===== config.mk =====
export PLATFORM = sky130hd
export DESIGN_NAME = uart_rx_flat
export DESIGN_NICKNAME = d
export VERILOG_FILES = /design/src/rtl/uart_pkg.sv /design/src/rtl/uart_rx_if.sv /design/src/rtl/uart_rx_sync.sv /design/src/rtl/uart_rx.sv /design/src/flat_wrapper.sv
export SDC_FILE = /design/constraint.sdc
export NUM_CORES = 1
export LEC_CHECK = 0
export CAP_MARGIN = 30
export CORE_UTILIZATION = 50
export CTS_BUF_LIST = sky130_fd_sc_hd__clkbuf_16
export DETAILED_ROUTE_END_ITERATION = 8
export GPL_TIMING_DRIVEN = 0
export MAX_ROUTING_LAYER = met4
export PLACE_DENSITY = 0.73
export RECOVER_POWER = 50
export SLEW_MARGIN = 20
export SYNTH_ARGS = -nofsm -noshare
export SYNTH_HDL_FRONTEND = slang
export SYNTH_SLANG_ARGS = --single-unit

===== constraint.sdc =====
create_clock -name clk -period 3.65 [get_ports clk]
set_clock_uncertainty 0.1 [all_clocks]
set_input_delay 0.73 -clock clk [delete_from_list [all_inputs] [get_ports clk]]
set_output_delay 0.73 -clock clk [all_outputs]
set_load 0.02 [all_outputs]

===== src/rtl/uart_pkg.sv =====
// rtl/uart_pkg.sv - shared UART state encodings, oversampling constants and voter
package uart_pkg;

   localparam int OVERSAMPLE = 16;
   localparam int MID        = OVERSAMPLE / 2;

   typedef enum logic [2:0] {
      ST_IDLE  = 3'd0,
      ST_START = 3'd1,
      ST_DATA  = 3'd2,
      ST_STOP  = 3'd3,
      ST_DONE  = 3'd4
   } uart_state_e;

   function automatic logic maj3(input logic a, input logic b, input logic c);
      return (a & b) | (a & c) | (b & c);
   endfunction

endpackage


===== src/rtl/uart_rx_if.sv =====
// rtl/uart_rx_if.sv - serial input and received-byte outputs of the UART receiver
interface uart_rx_if;

   logic       rx;
   logic [7:0] data_out;
   logic       rx_valid;
   logic       frame_err;
   logic       busy;
   logic [2:0] state;
   logic       clk_enable;

   modport master (
      input  rx,
      output data_out, rx_valid, frame_err, busy, state, clk_enable
   );

   modport slave (
      output rx,
      input  data_out, rx_valid, frame_err, busy, state, clk_enable
   );

endinterface


===== src/rtl/uart_rx_sync.sv =====
// rtl/uart_rx_sync.sv - two-flop synchronizer for the serial line, resets to idle-high
module uart_rx_sync (
   input  logic clk,
   input  logic rst_n,
   input  logic async_in,
   output logic sync_out
);

   logic [1:0] sync_q;
   logic [1:0] sync_d;

   always_comb begin
      sync_d = {sync_q[0], async_in};
   end

   always_ff @(posedge clk or negedge rst_n) begin
      if (!rst_n) begin
         sync_q <= 2'b11;
      end else begin
         sync_q <= sync_d;
      end
   end

   assign sync_out = sync_q[1];

endmodule


===== src/rtl/uart_rx.sv =====
// rtl/uart_rx.sv - 16x oversampling UART receiver with 3-sample majority voting
module uart_rx
   import uart_pkg::*;
(
   input  logic      clk,
   input  logic      rst_n,
   uart_rx_if.master rx_if
);

   localparam logic [3:0] SAMP_A = 4'(MID - 1);
   localparam logic [3:0] SAMP_B = 4'(MID);
   localparam logic [3:0] SAMP_C = 4'(MID + 1);
   localparam logic [3:0] LAST   = 4'(OVERSAMPLE - 1);

   logic        rx_sync;
   uart_state_e state_q, state_d;
   logic [3:0]  baud_q, baud_d;
   logic [2:0]  bit_q, bit_d;
   logic [7:0]  shift_q, shift_d;
   logic [1:0]  samp_q, samp_d;
   logic [7:0]  data_q, data_d;
   logic        valid_q, valid_d;
   logic        err_q, err_d;
   logic        armed_q, armed_d;
   logic        clk_en_q, clk_en_d;
   logic        bit_val;

   uart_rx_sync u_sync (
      .clk      (clk),
      .rst_n    (rst_n),
      .async_in (rx_if.rx),
      .sync_out (rx_sync)
   );

   always_comb begin
      state_d = state_q;
      baud_d  = baud_q + 4'd1;
      bit_d   = bit_q;
      shift_d = shift_q;
      samp_d  = samp_q;
      data_d  = data_q;
      err_d   = err_q;
      valid_d = 1'b0;
      armed_d = armed_q;
      // The third vote is the live sample, so the decision lands at SAMP_C
      bit_val = maj3(samp_q[1], samp_q[0], rx_sync);

      if (baud_q == SAMP_A) samp_d[1] = rx_sync;
      if (baud_q == SAMP_B) samp_d[0] = rx_sync;

      case (state_q)
         ST_IDLE: begin
            baud_d = 4'd0;
            if (rx_sync) begin
               armed_d = 1'b1;
            end else if (armed_q) begin
               state_d = ST_START;
            end
         end
         ST_START: begin
            if (baud_q == SAMP_C && bit_val) begin
               state_d = ST_IDLE;
               baud_d  = 4'd0;
            end else if (baud_q == LAST) begin
               state_d = ST_DATA;
               baud_d  = 4'd0;
               bit_d   = 3'd0;
            end
         end
         ST_DATA: begin
            if (baud_q == SAMP_C) begin
               shift_d = {bit_val, shift_q[7:1]};
            end else if (baud_q == LAST) begin
               baud_d = 4'd0;
               if (bit_q == 3'd7) begin
                  state_d = ST_STOP;
               end else begin
                  bit_d = bit_q + 3'd1;
               end
            end
         end
         ST_STOP: begin
            // Leave at mid-stop so a following start edge is never missed
            if (baud_q == SAMP_C) begin
               data_d  = shift_q;
               err_d   = ~bit_val;
               valid_d = 1'b1;
               state_d = ST_DONE;
               baud_d  = 4'd0;
               if (!bit_val) armed_d = 1'b0;
            end
         end
         ST_DONE: begin
            state_d = ST_IDLE;
            baud_d  = 4'd0;
         end
         default: begin
            state_d = ST_IDLE;
            baud_d  = 4'd0;
         end
      endcase

      clk_en_d = (state_d != ST_IDLE);
   end

   always_ff @(posedge clk or negedge rst_n) begin
      if (!rst_n) begin
         state_q  <= ST_IDLE;
         baud_q   <= 4'd0;
         bit_q    <= 3'd0;
         shift_q  <= 8'd0;
         samp_q   <= 2'b00;
         data_q   <= 8'd0;
         valid_q  <= 1'b0;
         err_q    <= 1'b0;
         armed_q  <= 1'b1;
         clk_en_q <= 1'b1;
      end else begin
         state_q  <= state_d;
         baud_q   <= baud_d;
         bit_q    <= bit_d;
         shift_q  <= shift_d;
         samp_q   <= samp_d;
         data_q   <= data_d;
         valid_q  <= valid_d;
         err_q    <= err_d;
         armed_q  <= armed_d;
         clk_en_q <= clk_en_d;
      end
   end

   assign rx_if.data_out   = data_q;
   assign rx_if.rx_valid   = valid_q;
   assign rx_if.frame_err  = err_q;
   assign rx_if.busy       = (state_q == ST_START) || (state_q == ST_DATA) || (state_q == ST_STOP);
   assign rx_if.state      = state_q;
   assign rx_if.clk_enable = clk_en_q;

endmodule


===== src/flat_wrapper.sv =====
// flat-port wrapper written by rule: the top's interface ports become plain ports
module uart_rx_flat import uart_pkg::*;
  (clk, rst_n, rx_if_rx, rx_if_data_out, rx_if_rx_valid, rx_if_frame_err, rx_if_busy, rx_if_state, rx_if_clk_enable);
  uart_rx_if rx_if_i ();
  input  logic clk;
  input  logic rst_n;
  input wire logic [$bits(rx_if_i.rx)-1:0] rx_if_rx;
  output wire logic [$bits(rx_if_i.data_out)-1:0] rx_if_data_out;
  output wire logic [$bits(rx_if_i.rx_valid)-1:0] rx_if_rx_valid;
  output wire logic [$bits(rx_if_i.frame_err)-1:0] rx_if_frame_err;
  output wire logic [$bits(rx_if_i.busy)-1:0] rx_if_busy;
  output wire logic [$bits(rx_if_i.state)-1:0] rx_if_state;
  output wire logic [$bits(rx_if_i.clk_enable)-1:0] rx_if_clk_enable;
  assign rx_if_i.rx = rx_if_rx;
  assign rx_if_data_out = rx_if_i.data_out;
  assign rx_if_rx_valid = rx_if_i.rx_valid;
  assign rx_if_frame_err = rx_if_i.frame_err;
  assign rx_if_busy = rx_if_i.busy;
  assign rx_if_state = rx_if_i.state;
  assign rx_if_clk_enable = rx_if_i.clk_enable;
  uart_rx u_core (.clk(clk), .rst_n(rst_n), .rx_if(rx_if_i));
endmodule

## Yosys cells after proc, flatten, opt, wreduce, memory -nomap -nowiden

Index checks and enable logic that the tools add are counted.

- Flip-flop bits (word level): 34
- Bits of input ports: 3
- Output and inout port bits: 15
- Word-level logic and storage cells: 73

- Add/sub/neg operators: 2
- Equal/unequal tests: 16
- Muxes and demuxes: 26
- Bitwise operators: 6
- Reduce and logical (&&, ||, !) cells: 11

Operators by type and width:

| cell | count |
|---|---|
| two-way mux 3 bit | 13 |
| two-way mux 4 bit | 4 |
| == test 4 bit (second input constant) | 3 |
| one-hot mux 3 bit (4 select lines) | 1 |
| one-hot mux 4 bit (3 select lines) | 1 |
| inequality test 2 bit (second input constant) | 5 |
| == test 3 x 2 -> 1 bit (second input constant) | 2 |
| inequality test 2 x 1 -> 1 bit (second input constant) | 3 |
| one-hot mux 3 bit (2 select lines) | 1 |
| AND reduction 6 bit | 1 |
| two-way mux 1 bit | 5 |
| adder 4 x 1 -> 4 bit (second input constant) | 1 |
| == test 4 x 3 -> 1 bit (second input constant) | 1 |
| AND reduction 2 bit | 2 |
| AND reduction 4 bit | 1 |
| nonzero test 2 bit | 2 |
| adder 3 x 1 -> 3 bit (second input constant) | 1 |
| AND 1 bit | 3 |
| == test 3 x 1 -> 1 bit (second input constant) | 1 |
| == test 3 bit (second input constant) | 1 |
| zero test 3 bit | 1 |
| nonzero test 3 bit | 1 |
| logical OR 1 bit | 2 |
| bitwise OR 1 bit | 2 |
| 3 further kinds | 3 |

## Longest topological paths before layout

- Depth in word-level cells: 7
- Mapped depth: 5

## Modules after synthesis

Synthesis repeated with hierarchy kept, for this count alone.

- Cells, all modules: 120
- Area, all modules: 1,534.0 um2

Modules (own cells, without submodules):

| module | times used | cells an instance | area an instance (um2) | sequential area each (um2) |
|---|---|---|---|---|
| uart_rx | 1 | 118 | 1,481.4 | 803.3 |
| uart_rx_sync | 1 | 2 | 52.6 | 52.6 |

## Worst setup path after synthesis

No wires, ideal clock.

- Kind: reg-to-output
- From: register u_core.state_q[1], in the netlist u_core.rx_if.state[1]
- To: output port rx_if_busy
- Arrival: 1.142 ns
- Setup slack: 1.678 ns
- Stages on the path, launching flop included: 4
- Buffers on the path: 1
- Cells stage by stage: dfrtp_1 clkbuf_1 nor2_1 nor2_1

- Word-level cells in the longest chain between the ends: 3
- Elaborated cells between the ends (all ways): 5

RTL lines:

| what | RTL line | source |
|---|---|---|
| start: declaration | uart_rx.sv:16 | `uart_state_e state_q, state_d;` |
| start signal: assignment | uart_rx.sv:119 | `state_q <= state_d;` |
| == test 3 x 1 -> 1 bit / == test 3 x 2 -> 1 bit (equally long branches) | uart_rx.sv:135 | `assign rx_if.busy = (state_q == ST_START) \|\| (state_q == ST_DATA) \|\| (state_q == ST_STOP);` |
| logical OR 1 bit | uart_rx.sv:135 |  |
| logical OR 1 bit (*) | uart_rx.sv:135 |  |
| end: declaration | flat_wrapper.sv:11 | `output wire logic [$bits(rx_if_i.busy)-1:0] rx_if_busy;` |

Every way passes the cells marked *; elsewhere a longest branch is shown, timed or not.

## Worst setup path in the final report

Same ends and word-level chain as after synthesis.

==> metrics.txt <==
largest net degree at the start of global routing=19; GP Congestion=0.818; Hold Crit Endpoint=u_core.u_sync.sync_q[1]; Final Core Density=0.666; failing checks=design-rule violations; critical path class=reg2out; CP Data Required Time=2.82 ns; worst-skew pair later-pin latency=0.27 ns; CP max stage cell=clkdlybuf4s50_1; P_int=924 µW; TritonCTS clock tree=yes; die width=57.2 µm; headroom to the max-slew limit=0.391; Post-Synthesis Cells=117; crit path from=u_core.rx_if.state[1]; Clock Power Share=0.346; number of enable flip-flop cells after synthesis=0; Die Height=57.2 µm; cells on worst reg2reg path=5; hold buffers post-CTS=0; Seq pwr share=0.387; Async S/R FF share, synth=1.00; Worst Tran Pin Value=0.913 ns; final wirelength=2.54 mm; Starting DRT DRC Count=25; Routed Antenna Nets=0; cell area power density=693 nW/µm²; r2r setup slk=1.54 ns; Post-Syn Area=1520 µm²; Critical Path Max Stage Delay=0.62 ns; Global Route met3 Usage=0.0771; CORE AREA=2830 µm²; status=complete, but fails checks; Min Clock Period, post-route=2.70 ns; crit path DAT=1.87 ns; RSZ-0062 raised after global routing=no; Final Hold Vio Count=0; Final #Nets=150; I/O Buffers=17; Ports=18; HP Start=u_core.u_sync.sync_q[0]; CTS Buf Count=5; DP HPWL=1.81 mm; Pre-Repair DR Iteration Count=6; number of remaining DRC errors=4; initial core utilization=0.539; largest cells by area after synthesis=dfrtp_1, mux2_2, dfstp_2; # setup viols final=0; setup bufs post-CTS=0; post-synthesis register bit count=34; first-pass GRT wire length=4.53 mm; period utilization=0.740; hold depth=0; final setup TNS=0 ns; crit-path most repeated cell=nor2_1; Std-Cell Rows=19; CTS sink cnt=34; top post-synthesis cells by count=dfrtp_1, mux2_2, nor2_1; layout cells sized above 1=0.246; Main synth FF type=dfrtp_1; Crit. End Element=output pin; crit path cell chain=clkbuf_1, nor2_1, nor2_1, clkdlybuf4s50_1; post-synthesis cell type count=38; htree depth=2; sw frac=0.291; average cell area after synthesis=13.0 µm²; Max IR drop VDD=491 µV; via count=999; Max Slew Vio Count=0; Gates resized, CTS repair=0; top-count cell post-synth=dfrtp_1; Setup crit start kind=flop; Synth top area share=0.493; clock root buffer master=clkbuf_16; LEAKAGE=0.858 nW; synth warn=0; GR Layer Usage met2=0.277; fmax=370 MHz; gr busiest metal=met2; RR Startpoint=u_core.bit_q[0]; gr ovfl total=0; n_diodes=0; max cap viols=0; Max FO, Critical Path=10; cell taking the most area after synthesis=dfrtp_1; die area=3270 µm²; Worst Hold Class=reg2reg; routed len/inst=14.7 µm; initial antenna violation count=0; R2R Path End=u_core.bit_q[0]; Clock Pin Slew Worst Setup and Hold Paths=0.05 ns; Vias/cell=5.77; total track usage=0.195; maximum buffer depth of the clock tree=2; sequential area share after synthesis=0.562; vias in the first global route=966; switching power=380 µW; met1 usage=0.247; synth-to-layout area growth=23.6%; share of power burned in combinational logic=0.267; synthesized netlist net count=125
==> how the worst max path moves through the flow <==
stage                                to  cells after the start  slack [ns]
2_1_floorplan                rx_if_busy                      3        1.68
3_3_place_gp   u_core.rx_if.data_out[5]                      1        1.06
3_5_place_dp                 rx_if_busy                      4        1.26
4_1_cts                      rx_if_busy                      4        0.95
5_1_grt                      rx_if_busy                      4        0.81
6_report                     rx_if_busy                      4        0.95
==> logic make-up after synthesis <==
| group | share of synthesized area |
|---|---|
| AOI/OAI and AO/OA | 0.0780 |
| xor gates and xnor gates | 0.00575 |
| adders and majority gates | 0.0484 |
| buffers and inverters | 0.0205 |
| DFF | 0.562 |
| muxes | 0.154 |
| and+or+nand+nor | 0.132 |
==> flip-flops by register name (all words and copies together), names as in the netlist <==
register                 cells
u_core.rx_if.data_out        8
u_core.bit_q                 3
u_core.armed_q               1
u_core.u_sync.sync_q         2
u_core.rx_if.state           3
u_core.baud_q                4
u_core.samp_q                2
u_core.shift_q               8
u_core.rx_if.rx_valid        1
u_core.rx_if.frame_err       1
u_core.rx_if.clk_enable      1
==> layer usage <==
layer | wire, µm | vias up
met5 | 0 | -
met1 | 1190 | 499
met3 | 129 | 4
met4 | 38 | 0
met2 | 1180 | 26
li1 | - | 470
==> cells in the final DEF, fill, tap and decap left out, types with 2 or more instances in the layout <==
cell,instances
nor2_1,6
dfstp_2,4
mux2_1,3
or3b_1,2
clkdlybuf4s50_1,15
a311oi_1,3
dfrtp_1,30
nand3_1,3
o21ai_0,3
nand2_1,5
mux2i_1,2
ha_1,5
clkbuf_16,5
clkbuf_1,4
inv_1,5
nand3b_1,3
nand2b_1,2
a21oi_1,2
mux2_2,16
==> power by group through the flow <==
| stage | combinational [mW] | clock [mW] | sequential, mW |
|---|---|---|---|
| after global routing | 0.383 | 0.480 | 0.517 |
| after floorplan | 0.232 | 0 | 0.515 |
| after CTS | 0.356 | 0.460 | 0.505 |
| after detailed placement | 0.353 | 0 | 0.509 |
| after global placement | 0.339 | 0 | 0.505 |
| final | 0.348 | 0.451 | 0.504 |
==> worst max-delay path: cells and delay by family, from the launching register on <==
kind                   cells  cell delay (ns)
flip-flops                 1             0.43
buffers and inverters      2             0.95
AND/OR/NAND/NOR            2             0.21
==> per-stage QoR <==
step / cells / worst slack (ns) / cell area (µm²) / total power, mW / hold WS, ns
floorplan: 117 / 1.68 / 1520 / 0.747 / 0.245
global placement: 165 / 1.06 / 1730 / 0.844 / 0.247
detailed placement: 166 / 1.26 / 1760 / 0.862 / 0.249
CTS: 173 / 0.947 / 1910 / 1.32 / 0.256
global route: 173 / 0.811 / 1880 / 1.38 / 0.257
finish: 173 / 0.949 / 1880 / 1.30 / 0.255
==> final cells by class <==
class                      instances  area, µm²
inverter                           5       18.8
timing repair buffer              18        168
sequential                        34        856
tap                               31       38.8
fill                             207        946
clock buffer                       5        125
multi-input combinational         75        631
clock inverter                     2       33.8
buffer                             3       12.5
Power figures use the tool's default switching activity.
